$ cat src/rtl/arbitro_pkg.sv
// Shared types and helpers for the N-channel input-to-output FIFO arbiter.
package arbitro_pkg;

  localparam int N_CH_DEF   = 4;
  localparam int DATA_W_DEF = 12;

  typedef enum logic [1:0] {IDLE, RUN, STALL} state_t;

  // Destination field sits in the top dest_w bits of a data_w-bit word.
  function automatic logic [3:0] dest_of(input logic [63:0] word,
                                         input int data_w,
                                         input int dest_w);
    logic [63:0] sh;
    sh = word >> (data_w - dest_w);
    return 4'(sh & ((64'd1 << dest_w) - 64'd1));
  endfunction

endpackage

$ cat src/rtl/rr_select.sv
// Combinational picker: lowest-index or round-robin from ptr.
module rr_select #(
  parameter int N_CH = 4,
  localparam int DEST_W = $clog2(N_CH)
) (
  input  logic [N_CH-1:0]   req,
  input  logic [DEST_W-1:0] ptr,
  input  logic              mode,
  output logic [N_CH-1:0]   grant_onehot,
  output logic              grant_valid,
  output logic [DEST_W-1:0] grant_bin
);

  logic [DEST_W-1:0] idx;

  // N_CH is a power of two, so the DEST_W-bit add wraps modulo N_CH.
  always_comb begin
    grant_onehot = '0;
    grant_valid  = 1'b0;
    grant_bin    = '0;
    idx          = '0;
    for (int k = 0; k < N_CH; k++) begin
      idx = mode ? ptr + DEST_W'(k) : DEST_W'(k);
      if (!grant_valid && req[idx]) begin
        grant_valid       = 1'b1;
        grant_bin         = idx;
        grant_onehot[idx] = 1'b1;
      end
    end
  end

endmodule

$ cat src/rtl/arbitro_rr.sv
// Arbiter moving one word per cycle from N input FIFOs to N output FIFOs,
// honouring per-destination almost-full backpressure.
module arbitro_rr
  import arbitro_pkg::*;
#(
  parameter int N_CH   = N_CH_DEF,
  parameter int DATA_W = DATA_W_DEF,
  parameter int CNT_W  = 16,
  localparam int DEST_W = $clog2(N_CH)
) (
  input  logic                     clk,
  input  logic                     reset,
  input  logic                     active,
  input  logic                     rr_mode,
  input  logic [N_CH-1:0]          empty_in,
  input  logic [N_CH*DATA_W-1:0]   data_in,
  input  logic [N_CH-1:0]          almost_full_out,
  output logic [N_CH-1:0]          pop,
  output logic [N_CH-1:0]          push,
  output logic [DATA_W-1:0]        data_out,
  output logic [DEST_W-1:0]        grant_idx,
  output logic [CNT_W-1:0]         grant_cnt
);

  state_t              state;
  logic [DEST_W-1:0]   rr_ptr;
  logic [DATA_W-1:0]   words [N_CH];
  logic [DEST_W-1:0]   dest  [N_CH];
  logic [N_CH-1:0]     elig;
  logic [N_CH-1:0]     sel_oh;
  logic                sel_vld;
  logic [DEST_W-1:0]   sel_bin;
  logic                grant_p0;
  logic [N_CH-1:0]     push_p0;

  // Stage p0: eligibility, selection and combinational pop.
  always_comb begin
    for (int i = 0; i < N_CH; i++) begin
      words[i] = data_in[i*DATA_W +: DATA_W];
      dest[i]  = DEST_W'(dest_of(64'(words[i]), DATA_W, DEST_W));
      elig[i]  = active & ~empty_in[i] & ~almost_full_out[dest[i]];
    end
  end

  rr_select #(.N_CH(N_CH)) u_sel (
    .req          (elig),
    .ptr          (rr_ptr),
    .mode         (rr_mode),
    .grant_onehot (sel_oh),
    .grant_valid  (sel_vld),
    .grant_bin    (sel_bin)
  );

  assign grant_p0 = sel_vld && (state != IDLE);
  assign pop      = grant_p0 ? sel_oh : '0;
  assign push_p0  = grant_p0 ? (N_CH'(1) << dest[sel_bin]) : '0;

  // Stage p1: registered push, word, grant bookkeeping and state.
  always_ff @(posedge clk or negedge reset) begin
    if (!reset) begin
      state     <= IDLE;
      rr_ptr    <= '0;
      push      <= '0;
      data_out  <= '0;
      grant_idx <= '0;
      grant_cnt <= '0;
    end else begin
      push <= push_p0;
      if (grant_p0) begin
        data_out  <= words[sel_bin];
        grant_idx <= sel_bin;
        grant_cnt <= grant_cnt + CNT_W'(1);
        if (rr_mode) rr_ptr <= sel_bin + DEST_W'(1);
      end
      case (state)
        IDLE:    if (active) state <= RUN;
        RUN:     if (!active) state <= IDLE;
                 else if (!sel_vld) state <= STALL;
        STALL:   if (!active) state <= IDLE;
                 else if (sel_vld) state <= RUN;
        default: state <= IDLE;
      endcase
    end
  end

endmodule

$ cat config.mk
export PLATFORM = sky130hd
export DESIGN_NAME = arbitro_rr
export DESIGN_NICKNAME = d
export VERILOG_FILES = /design/src/rtl/arbitro_pkg.sv /design/src/rtl/rr_select.sv /design/src/rtl/arbitro_rr.sv
export SDC_FILE = /design/constraint.sdc
export NUM_CORES = 1
export LEC_CHECK = 0
export ABC_AREA = 1
export CAP_MARGIN = 0
export CORE_MARGIN = 8
export CORE_UTILIZATION = 45
export CTS_CLUSTER_SIZE = 8
export DETAILED_ROUTE_END_ITERATION = 7
export HOLD_SLACK_MARGIN = 0.06
export PLACE_DENSITY = 0.83
export REMOVE_ABC_BUFFERS = 1
export SETUP_SLACK_MARGIN = 0.05
export SLEW_MARGIN = 30
export SYNTH_ARGS = -nofsm -noshare
export SYNTH_HDL_FRONTEND = slang
export SYNTH_HIERARCHICAL = 1
export SYNTH_SLANG_ARGS = --single-unit
$ cat constraint.sdc
create_clock -name clk -period 4.6 [get_ports clk]
set_input_delay 0.69 -clock clk [delete_from_list [all_inputs] [get_ports clk]]
set_output_delay 0.69 -clock clk [all_outputs]
set_load 0.01 [all_outputs]
-- Word level (Yosys, flattened, before mapping)
Index checks and enable logic that the tools add are counted.
- $add $sub $neg: 5
- multipliers: 0
- divide/modulo/power cells: 0
- $lt $le $gt $ge: 13
- equality and inequality tests: 5
- shift-type cells: 1
- multiplexer cells: 54
- bitwise logic cells: 20
- reduce and logical (&&, ||, !) cells: 15
- operator list (cell ; number):
    2-bit two-way mux ; 15
    12-bit binary-select mux with 2-bit select ; 1
    2-bit by 3-bit < comparator with 1-bit output, second input constant ; 8
    12-bit two-way mux ; 2
    4-bit two-way mux ; 6
    16-bit by 1-bit adder with 16-bit output, second input constant ; 1
    1-bit binary-select mux with 2-bit select ; 8
    1-bit two-way mux ; 16
    4-bit bitwise OR ; 3
    1-bit AND ; 8
    1-bit demux with 2-bit select ; 4
    2-bit by 1-bit >= comparator with 1-bit output, second input constant ; 4
    1-bit logical AND ; 8
    1-bit NOT ; 8
    3-bit inequality test, second input constant ; 2
    2-bit one-hot mux with 3 select lines ; 1
    2-bit by 1-bit adder with 2-bit output, second input constant ; 2
    2-bit adder, second input constant ; 2
    2-bit binary-select mux with 2-bit select ; 1
    1-bit by 2-bit left shift with 4-bit output, first input constant ; 1
    3-bit >= comparator, second input constant ; 1
    1-bit logical NOT ; 3
    2-bit NOT with 3-bit output ; 1
    3-bit AND reduction ; 1
    other kinds (6) ; 6
- bits in registers: 38
- bits in latches: 0
- memory bits (writable): 0
- memory bits (read-only): 0
- bits of input ports: 60
- output and inout bits: 38
- word-level logic and storage cells: 119
- memories kept: 0

-- Longest topological paths before layout
- word-level depth: 22
- mapped depth: 20
- mapped depth without buffers: 19

-- Modules after synthesis
Netlist, hierarchy kept.
- modules (own cells, without submodules) (module ; times used ; cells an instance ; area an instance (um2) ; seq. area each (um2)):
    arbitro_rr ; 1 ; 314 ; 2229.6 ; 950.9
    rr_select ; 1 ; 92 ; 474.2 ; 0.0

-- Least setup slack after synthesis
No wires, ideal clock.
- path kind: in2out
- start point: in active
- end point: out pop[0]
- arrival time: 2514 ps
- required time: 3910 ps
- setup slack: 1396 ps
- cell stages on the path: 11
- buffers on the path: 1
- path through: inv_1 or2_2 nor3_1 nand3_1 nand2_4 clkinv_1 o21ai_1 or2_1 o21ai_2 buf_2 nor2_1
- longest elaborated chain between the ends: 16
- elaborated cells on any way between the ends: 35
- those cells by class: 17 x mux; 11 x bitwise; 7 x reduce/logical
- ends and longest elaborated chain (what ; RTL line ; source):
    start: declaration ; arbitro_rr.sv:13 ; input logic active,
    1-bit AND * (2 in series) ; arbitro_rr.sv:41 ; elig[i] = active & ~empty_in[i] & ~almost_full_out[dest[i]];
    net elig[0] ; arbitro_rr.sv:29 ; logic [N_CH-1:0] elig;
    1-bit binary-select mux with 2-bit select ; rr_select.sv:24 ; if (!grant_valid && req[idx]) begin
    1-bit two-way mux (not written as such) ; rr_select.sv:24 ;
    1-bit two-way mux ; rr_select.sv:24 ;
    1-bit logical NOT ; rr_select.sv:24 ;
    1-bit logical AND ; rr_select.sv:24 ;
    1-bit two-way mux ; rr_select.sv:24 ;
    1-bit logical NOT ; rr_select.sv:24 ;
    1-bit logical AND ; rr_select.sv:24 ;
    1-bit two-way mux ; rr_select.sv:24 ;
    1-bit logical NOT ; rr_select.sv:24 ;
    1-bit logical AND ; rr_select.sv:24 ;
    1-bit two-way mux * ; rr_select.sv:24 ;
    net sel_vld ; arbitro_rr.sv:31 ; logic sel_vld;
    1-bit logical AND * ; arbitro_rr.sv:54 ; assign grant_p0 = sel_vld && (state != IDLE);
    4-bit two-way mux * ; arbitro_rr.sv:55 ; assign pop = grant_p0 ? sel_oh : '0;
    end: declaration ; arbitro_rr.sv:18 ; output logic [N_CH-1:0] pop,
Mark *: on every way through the listed nets, which the timed path passes. The rest lies on a longest branch. The select of a mux whose other input is x is not followed.

-- Worst setup path in the final report
- start point: in active
- end point: out pop[1]
The elaborated chain is that of the path after synthesis.

==> qor.csv <==
stage,metric,value,unit
final_layout,final_common_cell,nand2_1,
global_route,grt_overflow,0,
synthesis,synth_seq_cells,38,
final_layout,layout-drive-gt1-share,0.0740,
synthesis,synthDistinctLibCells,34,
worst_setup_path,critPathRequiredTime,3910,ps
global_route,antenna_found_initial,0,
final_layout,final_cell_mix,"nand2_1 (107), clkdlybuf4s50_1 (96), nor2_1 (63)",
detailed_routing,drt_iter0_drc,206,
place,hpwl,6.05,mm
global_route,grt_max_degree,39,
die,start_util,0.462,
global_route,grt_pass1_vias,2857,
worst_setup_path,slowest_stage,clkdlybuf4s50_1,
die,ios,98,
die,die_h,93.5,um
worst_setup_path,cp_common_cell,clkdlybuf4s50_1,
detailed_routing,routed_via_density,5.05,
worst_setup_path,cp.arrival,3470,ps
clocking,cts_hold_buf,0,
timing,rsz0062_at_grt,no,
worst_setup_path,critPathKind,in2out,
clocking,cts-htree-levels,2,
power,p_leak,1.78,nW
final_layout,regArea,951,sq um
final_layout,fin_util,0.655,
hold_path,min_path_type,in2async,
status,status,"complete, no violations",
synthesis,avgSynthCellArea,6.66,sq um
timing,max_slew_margin,0.597,
timing,finalCriticalPeriod,4160,ps
global_route,grt_use_total,0.181,
power,peakVddDrop,0.293,mV
final_layout,area.growth.synth_to_final,41.8,%
clocking,cts_num_sinks,38,
timing,setup_viol,0,
synthesis,synth_area,0.00270,sq mm
synthesis,yosysWarningCount,6,
clocking,path_clk_slew,90,ps
detailed_routing,routedWlPerCell,13.5,um
timing,final.setup.tns,0,ps
die,coreArea,0.00585,sq mm
final_layout,nFillCells,489,
place,gp_congestion,0.921,
timing,drv_slew,0,
clocking,clk-insertion-delay-late,300,ps
run,cap_viol_max_count,0,
timing,hold_viol_final,0,
clocking,cts_setup_buffers,0,
final_layout,multiInputGateArea,0.00149,sq mm
clocking,cts-root-buf,clkbuf_8,
synthesis,ys_seq_area_frac,0.352,
clocking,cts_buffer_depth,2,
worst_setup_path,critPathCaptureType,primary output,
worst_setup_path,worst_path_largest_cell_delay,540,ps
power,power_density,490,mW/mm^2
die,die_w,93.5,um
detailed_routing,firstDrtPassIters,5,
place,io_buffers,97,
worst_setup_path,path_cells,"clkdlybuf4s50_1, inv_1, or2_2, nor3_1, nand3_1, nand2_4, clkinv_1, o21ai_1, or2_1, o21ai_2, nor2_1, clkdlybuf4s50_1",
timing,max_freq,0.240,GHz
detailed_routing,ant_nets,0,
final_layout,nets,560,
timing,worstMarginPinSlew,603,ps
detailed_routing,wirelength,7.78,mm
final_layout,antenna-diode-count,0,
worst_setup_path,crit_buf_inv,4,
worst_setup_path,cp_max_fo,6,
worst_setup_path,cp_top_family,simple AND/OR/NAND/NOR gates,
clocking,numCtsBuffers,5,
power,power.total,1.88,mW
die,num_rows,28,
detailed_routing,via_count,2906,
worst_setup_path,start_kind,input port,
clocking,tritoncts,done,
synthesis,postSynthCellCount,406,
timing,min_period_over_period,0.905,
global_route,grt_pass1_wl,12.9,mm
die,dieArea,0.00875,sq mm
timing,final.setup_skew,9.61,ps
clocking,cts_resized,0,
detailed_routing,remaining_drc_errors,0,
-- area by class of cell --
class / count / share of cell area
inverter: 45 / 0.0440
timing repair buffer: 100 / 0.258
tap: 75 / 0.0245
multi-input combinational: 309 / 0.389
clock buffer: 5 / 0.0179
clock inverter: 3 / 0.0179
sequential: 38 / 0.248
-- where the power goes --
part	switching (mW)	total (mW)	internal, mW
sequential	0.0955	0.538	0.442
clock	0.128	0.345	0.217
combinational	0.576	0.996	0.420
total	0.799	1.88	1.08
-- synth_stat cells --
| library cell | n | area (sq um) |
|---|---|---|
| nand2_2 | 6 | 37.5 |
| xor2_1 | 5 | 43.8 |
| buf_2 | 6 | 30.0 |
| a211o_1 | 1 | 8.76 |
| nand3_2 | 2 | 20.0 |
| nand3b_1 | 1 | 7.51 |
| o21ai_2 | 1 | 8.76 |
| o22ai_1 | 12 | 75.1 |
| clkbuf_2 | 1 | 5.00 |
| nand2_1 | 107 | 402 |
| o21ai_1 | 10 | 50.1 |
| nor2_4 | 2 | 22.5 |
| o21ai_0 | 30 | 150 |
| nand2_4 | 4 | 45.0 |
| ha_1 | 1 | 12.5 |
| nand3_4 | 1 | 17.5 |
| buf_4 | 2 | 15.0 |
| clkinv_1 | 2 | 7.51 |
| dfrtp_1 | 38 | 951 |
| buf_6 | 3 | 33.8 |
| nor2_1 | 63 | 236 |
| or2_1 | 1 | 6.26 |
| or2_2 | 4 | 25.0 |
| inv_1 | 40 | 150 |
| inv_2 | 3 | 11.3 |
| nand3_1 | 29 | 145 |
| nor2_2 | 2 | 12.5 |
| a21oi_1 | 7 | 35.0 |
| clkbuf_1 | 2 | 7.51 |
| a21boi_0 | 1 | 7.51 |
| nand4_1 | 9 | 56.3 |
| xnor2_1 | 4 | 35.0 |
| o21bai_1 | 1 | 7.51 |
| nor3_1 | 5 | 25.0 |
-- flip-flops by register name (all words and copies together) (netlist names) --
| signal | flops |
|---|---|
| state | 2 |
| grant_cnt | 16 |
| rr_ptr | 2 |
| push | 4 |
| grant_idx | 2 |
| data_out | 12 |
-- metal layers --
layer,share of wire,vias up,GRT usage
met5,0,-,0
met4,0.012,0,0.0604
met3,0.076,7,0.0489
met2,0.47,95,0.300
met1,0.44,1316,0.221
li1,-,1488,-
-- stage by stage --
| stage | cells | area (sq um) | hold WS (ps) | worst slack, ps |
|---|---|---|---|---|
| floorplan | 392 | 2610 | 394 | 1360 |
| finish | 575 | 3830 | 339 | 436 |
| CTS | 575 | 3830 | 491 | 423 |
| detailed placement | 567 | 3690 | 468 | 435 |
| global placement | 567 | 3690 | 462 | 509 |
| global route | 575 | 3830 | 382 | 189 |
-- final timing paths --
check	from	to	slack, ps	cells after the start
setup / recovery	active	pop[1]	440	12
hold / removal	reset	grant_cnt[6]	340	1
setup reg to reg	rr_ptr[0]	grant_cnt[8]	1780	12
hold reg to reg	data_out[4]	data_out[4]	490	2
max in group asynchronous	reset	rr_ptr[0]	3910	1
min in group clk	data_out[4]	data_out[4]	490	2
-- logic make-up after synthesis --
logic type,count (synthesis),share of synthesized area
buffers and inverters,59,0.0962
AO/OA/AOI/OAI,63,0.127
flip-flops,38,0.352
XOR/XNOR,9,0.0292
AND/OR/NAND/NOR,236,0.391
adder cells (fa/ha/maj),1,0.00463
No activity file was read; power rests on OpenSTA's default activity.
